**src/rtl/interrupt_controller.sv**
```systemverilog
// rtl/interrupt_controller.sv - two-source prioritised interrupt controller with one nesting level
//
// Purpose:
//    Latches rising edges on int0/int1, arbitrates them by mask and a
//    programmable priority, and presents one request at a time to the
//    datapath along with its vector. The service stack is two entries deep,
//    so a higher-priority source can preempt a running handler exactly once.
//
// Ports:
//    CLK         system clock, rising edge
//    Reset       synchronous active-high reset
//    int0, int1  raw interrupt requests (rising-edge sensitive)
//    cfgWrite    config register write strobe
//    cfgAddr     0 = ENABLE, 1 = VEC0, 2 = VEC1, 3 = PRIO
//    cfgDataIn   config write data
//    cfgDataOut  combinational readback of the register at cfgAddr
//    intAck      datapath accepts the presented request
//    intDone     datapath returns from the current handler
//    intr        request to the datapath
//    intVector   handler address of the presented request
//    intLvl      source in service: 00 none, 01 int0, 10 int1

module interrupt_controller #(
   parameter int VEC_W = 16
) (
   input  logic             CLK,
   input  logic             Reset,
   input  logic             int0,
   input  logic             int1,
   input  logic             cfgWrite,
   input  logic [1:0]       cfgAddr,
   input  logic [VEC_W-1:0] cfgDataIn,
   output logic [VEC_W-1:0] cfgDataOut,
   input  logic             intAck,
   input  logic             intDone,
   output logic             intr,
   output logic [VEC_W-1:0] intVector,
   output logic [1:0]       intLvl
);

   typedef enum logic [1:0] {IDLE, REQ, SERV} state_t;

   state_t           state;
   logic             en0, en1, ge, prio;
   logic [VEC_W-1:0] vec0, vec1;
   logic             prev0, prev1;
   logic             pend0, pend1;
   logic [1:0]       depth;      // number of occupied stack entries
   logic             stk0, stk1; // source id per stack entry: 0 = int0, 1 = int1
   logic             sel;        // source latched for the current request

   logic edge0, edge1, top_src, elig0, elig1, any_elig, pick1, ack_go, clr0, clr1;

   always_comb begin
      edge0    = int0 & ~prev0;
      edge1    = int1 & ~prev1;
      top_src  = (depth == 2'd2) ? stk1 : stk0;
      // A source may only interrupt a handler it strictly outranks; a source
      // never outranks itself, so re-entry of the same source is impossible.
      elig0    = pend0 & en0 & ge & ((depth == 2'd0) | (top_src & ~prio));
      elig1    = pend1 & en1 & ge & ((depth == 2'd0) | (~top_src & prio));
      any_elig = elig0 | elig1;
      pick1    = elig1 & (~elig0 | prio);
      ack_go   = (state == REQ) & intAck;
      clr0     = ack_go & ~sel;
      clr1     = ack_go & sel;
   end

   always_comb begin
      if (depth == 2'd0)
         intLvl = 2'b00;
      else
         intLvl = top_src ? 2'b10 : 2'b01;
   end

   always_comb begin
      cfgDataOut = '0;
      case (cfgAddr)
         2'd0: begin
            cfgDataOut[0]       = en0;
            cfgDataOut[1]       = en1;
            cfgDataOut[VEC_W-1] = ge;
         end
         2'd1:    cfgDataOut    = vec0;
         2'd2:    cfgDataOut    = vec1;
         default: cfgDataOut[0] = prio;
      endcase
   end

   // Edge history keeps sampling through Reset so a level held high across
   // reset is not mistaken for a fresh edge afterwards.
   always_ff @(posedge CLK) begin
      prev0 <= int0;
      prev1 <= int1;
   end

   always_ff @(posedge CLK) begin
      if (Reset) begin
         state     <= IDLE;
         en0       <= 1'b0;
         en1       <= 1'b0;
         ge        <= 1'b0;
         prio      <= 1'b0;
         vec0      <= '0;
         vec1      <= '0;
         pend0     <= 1'b0;
         pend1     <= 1'b0;
         depth     <= 2'd0;
         stk0      <= 1'b0;
         stk1      <= 1'b0;
         sel       <= 1'b0;
         intr      <= 1'b0;
         intVector <= '0;
      end else begin
         if (cfgWrite) begin
            case (cfgAddr)
               2'd0: begin
                  en0 <= cfgDataIn[0];
                  en1 <= cfgDataIn[1];
                  ge  <= cfgDataIn[VEC_W-1];
               end
               2'd1:    vec0 <= cfgDataIn;
               2'd2:    vec1 <= cfgDataIn;
               default: prio <= cfgDataIn[0];
            endcase
         end

         // A new edge wins over the acknowledge clear in the same cycle.
         pend0 <= edge0 | (pend0 & ~clr0);
         pend1 <= edge1 | (pend1 & ~clr1);

         case (state)
            IDLE: begin
               if (any_elig) begin
                  state     <= REQ;
                  sel       <= pick1;
                  intVector <= pick1 ? vec1 : vec0;
                  intr      <= 1'b1;
               end
            end
            REQ: begin
               if (intAck) begin
                  state <= SERV;
                  intr  <= 1'b0;
                  if (depth == 2'd0)
                     stk0 <= sel;
                  else
                     stk1 <= sel;
                  if (depth != 2'd2)
                     depth <= depth + 2'd1;
               end
            end
            SERV: begin
               // A return is handled alone; new requests are looked at next cycle.
               if (intDone) begin
                  if (depth <= 2'd1) begin
                     depth <= 2'd0;
                     state <= IDLE;
                  end else begin
                     depth <= depth - 2'd1;
                  end
               end else if (any_elig) begin
                  state     <= REQ;
                  sel       <= pick1;
                  intVector <= pick1 ? vec1 : vec0;
                  intr      <= 1'b1;
               end
            end
            default: state <= IDLE;
         endcase
      end
   end

endmodule

```
**config.mk**
```make
export PLATFORM = sky130hd
export DESIGN_NAME = interrupt_controller
export DESIGN_NICKNAME = d
export VERILOG_FILES = /design/src/rtl/interrupt_controller.sv
export SDC_FILE = /design/constraint.sdc
export NUM_CORES = 1
export LEC_CHECK = 0
export CAP_MARGIN = 20
export CORE_ASPECT_RATIO = 2
export CORE_MARGIN = 2
export CORE_UTILIZATION = 40
export CTS_CLUSTER_SIZE = 20
export DETAILED_ROUTE_END_ITERATION = 16
export PLACE_DENSITY_LB_ADDON = 0.3
export SYNTH_ARGS = -nofsm -noshare
export SYNTH_HDL_FRONTEND = slang
export SYNTH_SLANG_ARGS = --single-unit
```
**constraint.sdc**
```tcl
create_clock -name CLK -period 3 [get_ports CLK]
set_input_delay 0.6 -clock CLK [delete_from_list [all_inputs] [get_ports CLK]]
set_output_delay 0.6 -clock CLK [all_outputs]
set_load 0.01 [all_outputs]
```
==> results.json, run 1 <==
{
  "r2r_slack_ns": 0.67,
  "whs_ns": 0.4664,
  "grt_pass1_wl_um": 12820,
  "antenna_found_initial": 0,
  "first_pass_iters": 5,
  "die_w_um": 65.03,
  "cp_slowest_cell": "clkdlybuf4s50_1",
  "fin_crit_sh": 0.9661,
  "grt_pass1_vias": 2694,
  "grt_max_degree": 34,
  "synth_top_area_share": 0.4301,
  "worst-setup-path-type": "in2out",
  "crit_required_ns": 2.40,
  "core_um2": 7267,
  "drive_above_1_share": 0.1106,
  "outcome": "completed",
  "synth_seq_area_share": 0.4301,
  "area_delta_synth_final_pct": 32.26,
  "endpoint_kind": "output pin",
  "cts_hold_buffers": 0,
  "cp.arrival_ns": 2.30,
  "port-buffer-count": 59,
  "async_reset_ff_frac": 0,
  "dieArea_um2": 8196,
  "grt.total_usage": 0.2022,
  "yosysTopAreaCell": "dfxtp_1",
  "via_per_inst": 5.353,
  "clock_path_buffers": 2,
  "hold_violations": 0,
  "cts_tree": "built",
  "cts_sinks": 64,
  "cp_slowest_stage_delay_ns": 0.51,
  "initial_core_util": 0.4100,
  "period_needed_ns": 2.898,
  "worst_path_most_repeated_cell": "clkdlybuf4s50_1",
  "finalMaxSlewViolations": 0,
  "diodes": 0,
  "yosys-top-cells-area": "dfxtp_1 43%, nand2_1 10%, a21oi_1 7.4%, mux2i_1 6.0%, a211oi_2 5.9%",
  "cp-start-kind": "input port",
  "rsz0062_at_grt": "no",
  "fin_nets": 437,
  "synth_most_common_cell": "nand2_1",
  "grt-ovfl-total": 0,
  "drt_wl_total_um": 7682,
  "hold_path.class": "reg2reg",
  "yosysUniqueCellTypes": 32,
  "tightest_slew_ns": 0.6775,
  "place_area_um2": 3675,
  "crit_chain": "clkdlybuf4s50_1 > inv_1 > ha_2 > buf_12 > a22oi_2 > nor2b_1 > clkdlybuf4s50_1",
  "synth_flop_cell": "dfxtp_1",
  "synth.avg_cell_area_um2": 8.487,
  "ys_seq_elements": 64,
  "synth_cells": 351,
  "cts_buffers": 9,
  "path_delay_family": "buffers and inverters",
  "htreeDepth": 3,
  "p_leak_nw": 1.389,
  "ant_nets": 0,
  "vdd_drop_max_uv": 325.9,
  "finClkSkew_ns": 0.004869,
  "syn_area_um2": 2979,
  "ys_top_cells_by_count": "79 x nand2_1, 64 x dfxtp_1, 44 x a21oi_1",
  "vias": 2671,
  "cellPowerDensity_nw_per_um2": 498.8,
  "critPathMaxFanout": 15,
  "maxSlewHeadroom": 0.5483,
  "cap_violations": 0,
  "dp_hpwl_um": 5410,
  "place_inst": 486,
  "synth_nets": 383,
  "fp.dieH_um": 126.0,
  "clkLatencyLatePin_ns": 0.32,
  "ys_warn_count": 0,
  "boundaryPins": 60,
  "synth_edf_count": 0,
  "drc_errors": 0,
  "clock.fmax_mhz": 345.0,
  "gp_congestion": 0.8104,
  "cts_root_buf": "clkbuf_16",
  "final_cells": 499,
  "rows": 44,
  "cp.buffers_inverters": 4,
  "clk_transition_reported_paths_ns": 0.05,
  "dr.first_iter.drc_count": 143,
  "setup-violations-final": 0,
  "design_area_um2": 3940,
  "drt-wirelength-per-cell_um": 15.39
}
flip-flops by register name, summed over array words and instances (netlist names), 2 cells and up:
register,cells
state,2
intVector,16
depth,2
vec1,16
vec0,16
cells in the final DEF, fill, tap and decap left out, types with 2 or more instances in the layout:
| cell type | instances |
|---|---|
| nand3_1 | 9 |
| and2_1 | 2 |
| nor2_1 | 24 |
| clkbuf_16 | 9 |
| nor2b_1 | 17 |
| ha_2 | 2 |
| a211oi_1 | 4 |
| clkdlybuf4s50_1 | 44 |
| a21oi_1 | 44 |
| inv_1 | 5 |
| nand2b_1 | 3 |
| nand2_1 | 79 |
| mux2i_1 | 18 |
| dfxtp_1 | 64 |
| mux2_4 | 2 |
| buf_4 | 7 |
| a222oi_1 | 3 |
| a211oi_2 | 14 |
| dlygate4sd2_1 | 11 |
| a22oi_1 | 12 |
| clkbuf_8 | 2 |
| ha_1 | 5 |
| o21ai_0 | 4 |
| dlymetal6s2s_1 | 3 |
| buf_12 | 3 |
power by group:
group	leakage, nW	internal, mW	switching [mW]
logic	0.740	0.0726	0.0814
registers	0.519	0.871	0.0159
clock network	0.130	0.588	0.336
total	1.39	1.53	0.433
metrics by stage:
step | setup WS (ns) | util | power [mW] | setup TNS [ns]
detailed placement | -0.06015 | 0.5057 | 1.060 | -0.2125
global placement | -0.03979 | 0.5057 | 1.057 | -0.08064
CTS | 0.01032 | 0.5405 | 1.984 | 0
global route | 0.007695 | 0.5422 | 2.033 | 0
finish | 0.1016 | 0.5422 | 1.965 | 0
floorplan | 0.7324 | - | 0.9789 | 0
worst min-delay path: cells and delay by family, from the launching register on:
kind	cells	cell delay, ns
flops	1	0.31
simple gates	1	0.05
compound gates	1	0.05
path summary, 6_finish.rpt:
path,start,to,depth (start not counted)
setup reg to reg,depth[0]$_SDFFE_PP0P_,sel$_SDFFE_PP0P_,8
setup / recovery,cfgAddr[1],cfgDataOut[2],7
hold / removal,stk0$_SDFFE_PP0P_,stk0$_SDFFE_PP0P_,2
hold reg to reg,stk0$_SDFFE_PP0P_,stk0$_SDFFE_PP0P_,2
logic make-up after synthesis:
family | after synthesis | synth area share
compound gates | 88 | 0.2138
fa+ha+maj | 7 | 0.02940
buf+inv | 31 | 0.04788
flops | 64 | 0.4301
mux | 21 | 0.07434
simple gates | 140 | 0.2045
routing by layer:
layer | GRT usage | up-vias | share of wire
met4 | 0.1042 | 0 | 0.028
met5 | 0 | - | 0
li1 | - | 1319 | -
met3 | 0.04286 | 16 | 0.032
met2 | 0.3602 | 57 | 0.56
met1 | 0.2184 | 1279 | 0.38
cell type report:
cell class	count	area (um2)
clock buffer	12	256.5
clock inverter	1	5.005
fill	726	3327
inverter	5	18.77
multi-input combinational	256	1572
sequential	64	1281
tap	92	115.1
timing repair buffer	69	691.9
timing repair:
action | CTS | global route
pin swaps | 2 | 0
setup endpoints to repair | 12 | 5
buffers inserted | 0 | 0
resized for setup | 12 | 5
Power figures use the tool's default switching activity.
==> inputs of run 2 (changes only) <==
CAP_MARGIN = 15   (was 20)
REMOVE_ABC_BUFFERS = 1   (was unset)
==> run 2 against run 1 <==
Effect of this change: cell area is 2.3% higher; sequential power hardly changed; combinational power hardly changed; power rose by 3.1%; routed wire length is 0.87% lower; critical endpoint is now cfgDataOut[0]; clock power is 6.3% higher.
==> results.json, run 2 (synthesis gave the netlist of run 1 again) <==
{
  "clock.fmax_mhz": 350.2,
  "grt-ovfl-total": 0,
  "outcome": "completed",
  "vdd_drop_max_uv": 308.9,
  "dieArea_um2": 8196,
  "layout_commonest_cell": "nand2_1",
  "reg2regPathDepth": 8,
  "top_regs": "intVector x16, vec0 x16, vec1 x16",
  "tightest_slew_ns": 0.7029,
  "htreeDepth": 3,
  "worstHoldEndpoint": "stk0$_SDFFE_PP0P_",
  "cts_tree": "built",
  "p_leak_nw": 1.553,
  "diodes": 0,
  "cellPowerDensity_nw_per_um2": 502.6,
  "drive_above_1_share": 0.1277,
  "crit_chain": "clkdlybuf4s50_1 > inv_1 > ha_1 > a222oi_1 > mux2i_1 > dlygate4sd2_1",
  "grt.total_usage": 0.2000,
  "drc_errors": 0,
  "cp.arrival_ns": 2.26,
  "r2r_end": "sel$_SDFFE_PP0P_",
  "dp_hpwl_um": 5432,
  "clk_transition_reported_paths_ns": 0.05,
  "layout_common_cells": "79 x nand2_1, 64 x dfxtp_1, 44 x a21oi_1",
  "fin_crit_sh": 0.9518,
  "whs_ns": 0.4624,
  "gp_congestion": 0.8494,
  "die_w_um": 65.03,
  "rsz0062_at_grt": "no",
  "first_pass_iters": 5,
  "hold_path.class": "reg2reg",
  "antenna_found_initial": 0,
  "drt-wirelength-per-cell_um": 15.02,
  "via_per_inst": 5.270,
  "maxSlewHeadroom": 0.5314,
  "period_needed_ns": 2.855,
  "initial_core_util": 0.4100,
  "port-buffer-count": 59,
  "finalPower_mw": 2.026,
  "setup-violations-final": 0,
  "grt_max_degree": 34,
  "cts_buffers": 9,
  "ant_nets": 0,
  "clock_path_buffers": 2,
  "vias": 2672,
  "rows": 44,
  "hold_violations": 0,
  "area_delta_synth_final_pct": 35.32,
  "finalMaxSlewViolations": 0,
  "drt_wl_total_um": 7615,
  "min_from": "stk0$_SDFFE_PP0P_",
  "cts_hold_buffers": 0,
  "fp.dieH_um": 126.0,
  "cp-start-kind": "input port",
  "dr.first_iter.drc_count": 140,
  "boundaryPins": 60,
  "cts_root_buf": "clkbuf_16",
  "cap_violations": 0,
  "cts_sinks": 64,
  "worst-setup-path-type": "in2out",
  "endpoint_kind": "output pin",
  "cp_slowest_cell": "clkdlybuf4s50_1",
  "critPathMaxFanout": 4,
  "grt_pass1_wl_um": 12450,
  "grt_pass1_vias": 2638,
  "clkLatencyLatePin_ns": 0.33,
  "fin_nets": 442,
  "fill_cells": 708,
  "core_um2": 7267,
  "r2r_slack_ns": 0.69,
  "hold_depth": 2,
  "cp_slowest_stage_delay_ns": 0.51,
  "timing.rr.start": "depth[0]$_SDFFE_PP0P_",
  "totalNegativeSetupSlack_ns": 0,
  "finClkSkew_ns": 0.003272,
  "crit_required_ns": 2.40
}
## run 2: layer usage
metal  track usage  routed length (um)
met1        0.2047                2897
met2        0.3687                4240
met3       0.05625                 305
met4       0.08333                 172
met5             0                   0
## run 2: cell type report
class                   instances  area (um2)  area share
multi-input cells             256        1574      0.3904
flip-flops and latches         64        1281      0.3178
repair buffers                 74       757.0      0.1878
clock buffers                  13       270.3     0.06704
well taps                      92       115.1     0.02855
inverters                       5       18.77    0.004655
clock inverters                 3       15.01    0.003724
## run 2: how the worst max path moves through the flow
stage                                       endpoint  depth (start not counted)                   from
after CTS                              cfgDataOut[5]                          7             cfgAddr[1]
after global placement                 cfgDataOut[0]                          7             cfgAddr[0]
final                                  cfgDataOut[0]                          6             cfgAddr[0]
after detailed placement               cfgDataOut[0]                          7             cfgAddr[0]
after floorplan           intVector[10]$_SDFFE_PP0P_                          7  depth[0]$_SDFFE_PP0P_
after global routing                   cfgDataOut[0]                          7             cfgAddr[0]
## run 2: metrics by stage
step | worst slack (ns) | cell area, um2 | std cells | util
finish | 0.1446 | 4031 | 507 | 0.5548
global route | 0.05484 | 4031 | 507 | 0.5548
CTS | 0.00003553 | 3996 | 507 | 0.5499
detailed placement | -0.05578 | 3712 | 491 | 0.5108
global placement | -0.01424 | 3712 | 491 | 0.5108
floorplan | 0.08673 | 2855 | 325 | -
## run 2: worst max-delay path: cells and delay by family
| family | cells | cell delay [ns] |
|---|---|---|
| compound gates | 1 | 0.37 |
| buf+inv | 3 | 0.89 |
| fa+ha+maj | 1 | 0.25 |
| mux | 1 | 0.14 |
## run 2: timing repair
item | in CTS | in global routing
buffers inserted | 0 | 0
gates resized for setup | 6 | 13
pin swaps | 0 | 0
endpoints found under the setup margin | 6 | 11
## run 2: report_power, final
part / total [mW] / internal, mW / switching, mW
registers: 0.887 / 0.871 / 0.0162
clock network: 0.982 / 0.622 / 0.360
logic: 0.157 / 0.0761 / 0.0814
total: 2.03 / 1.57 / 0.458
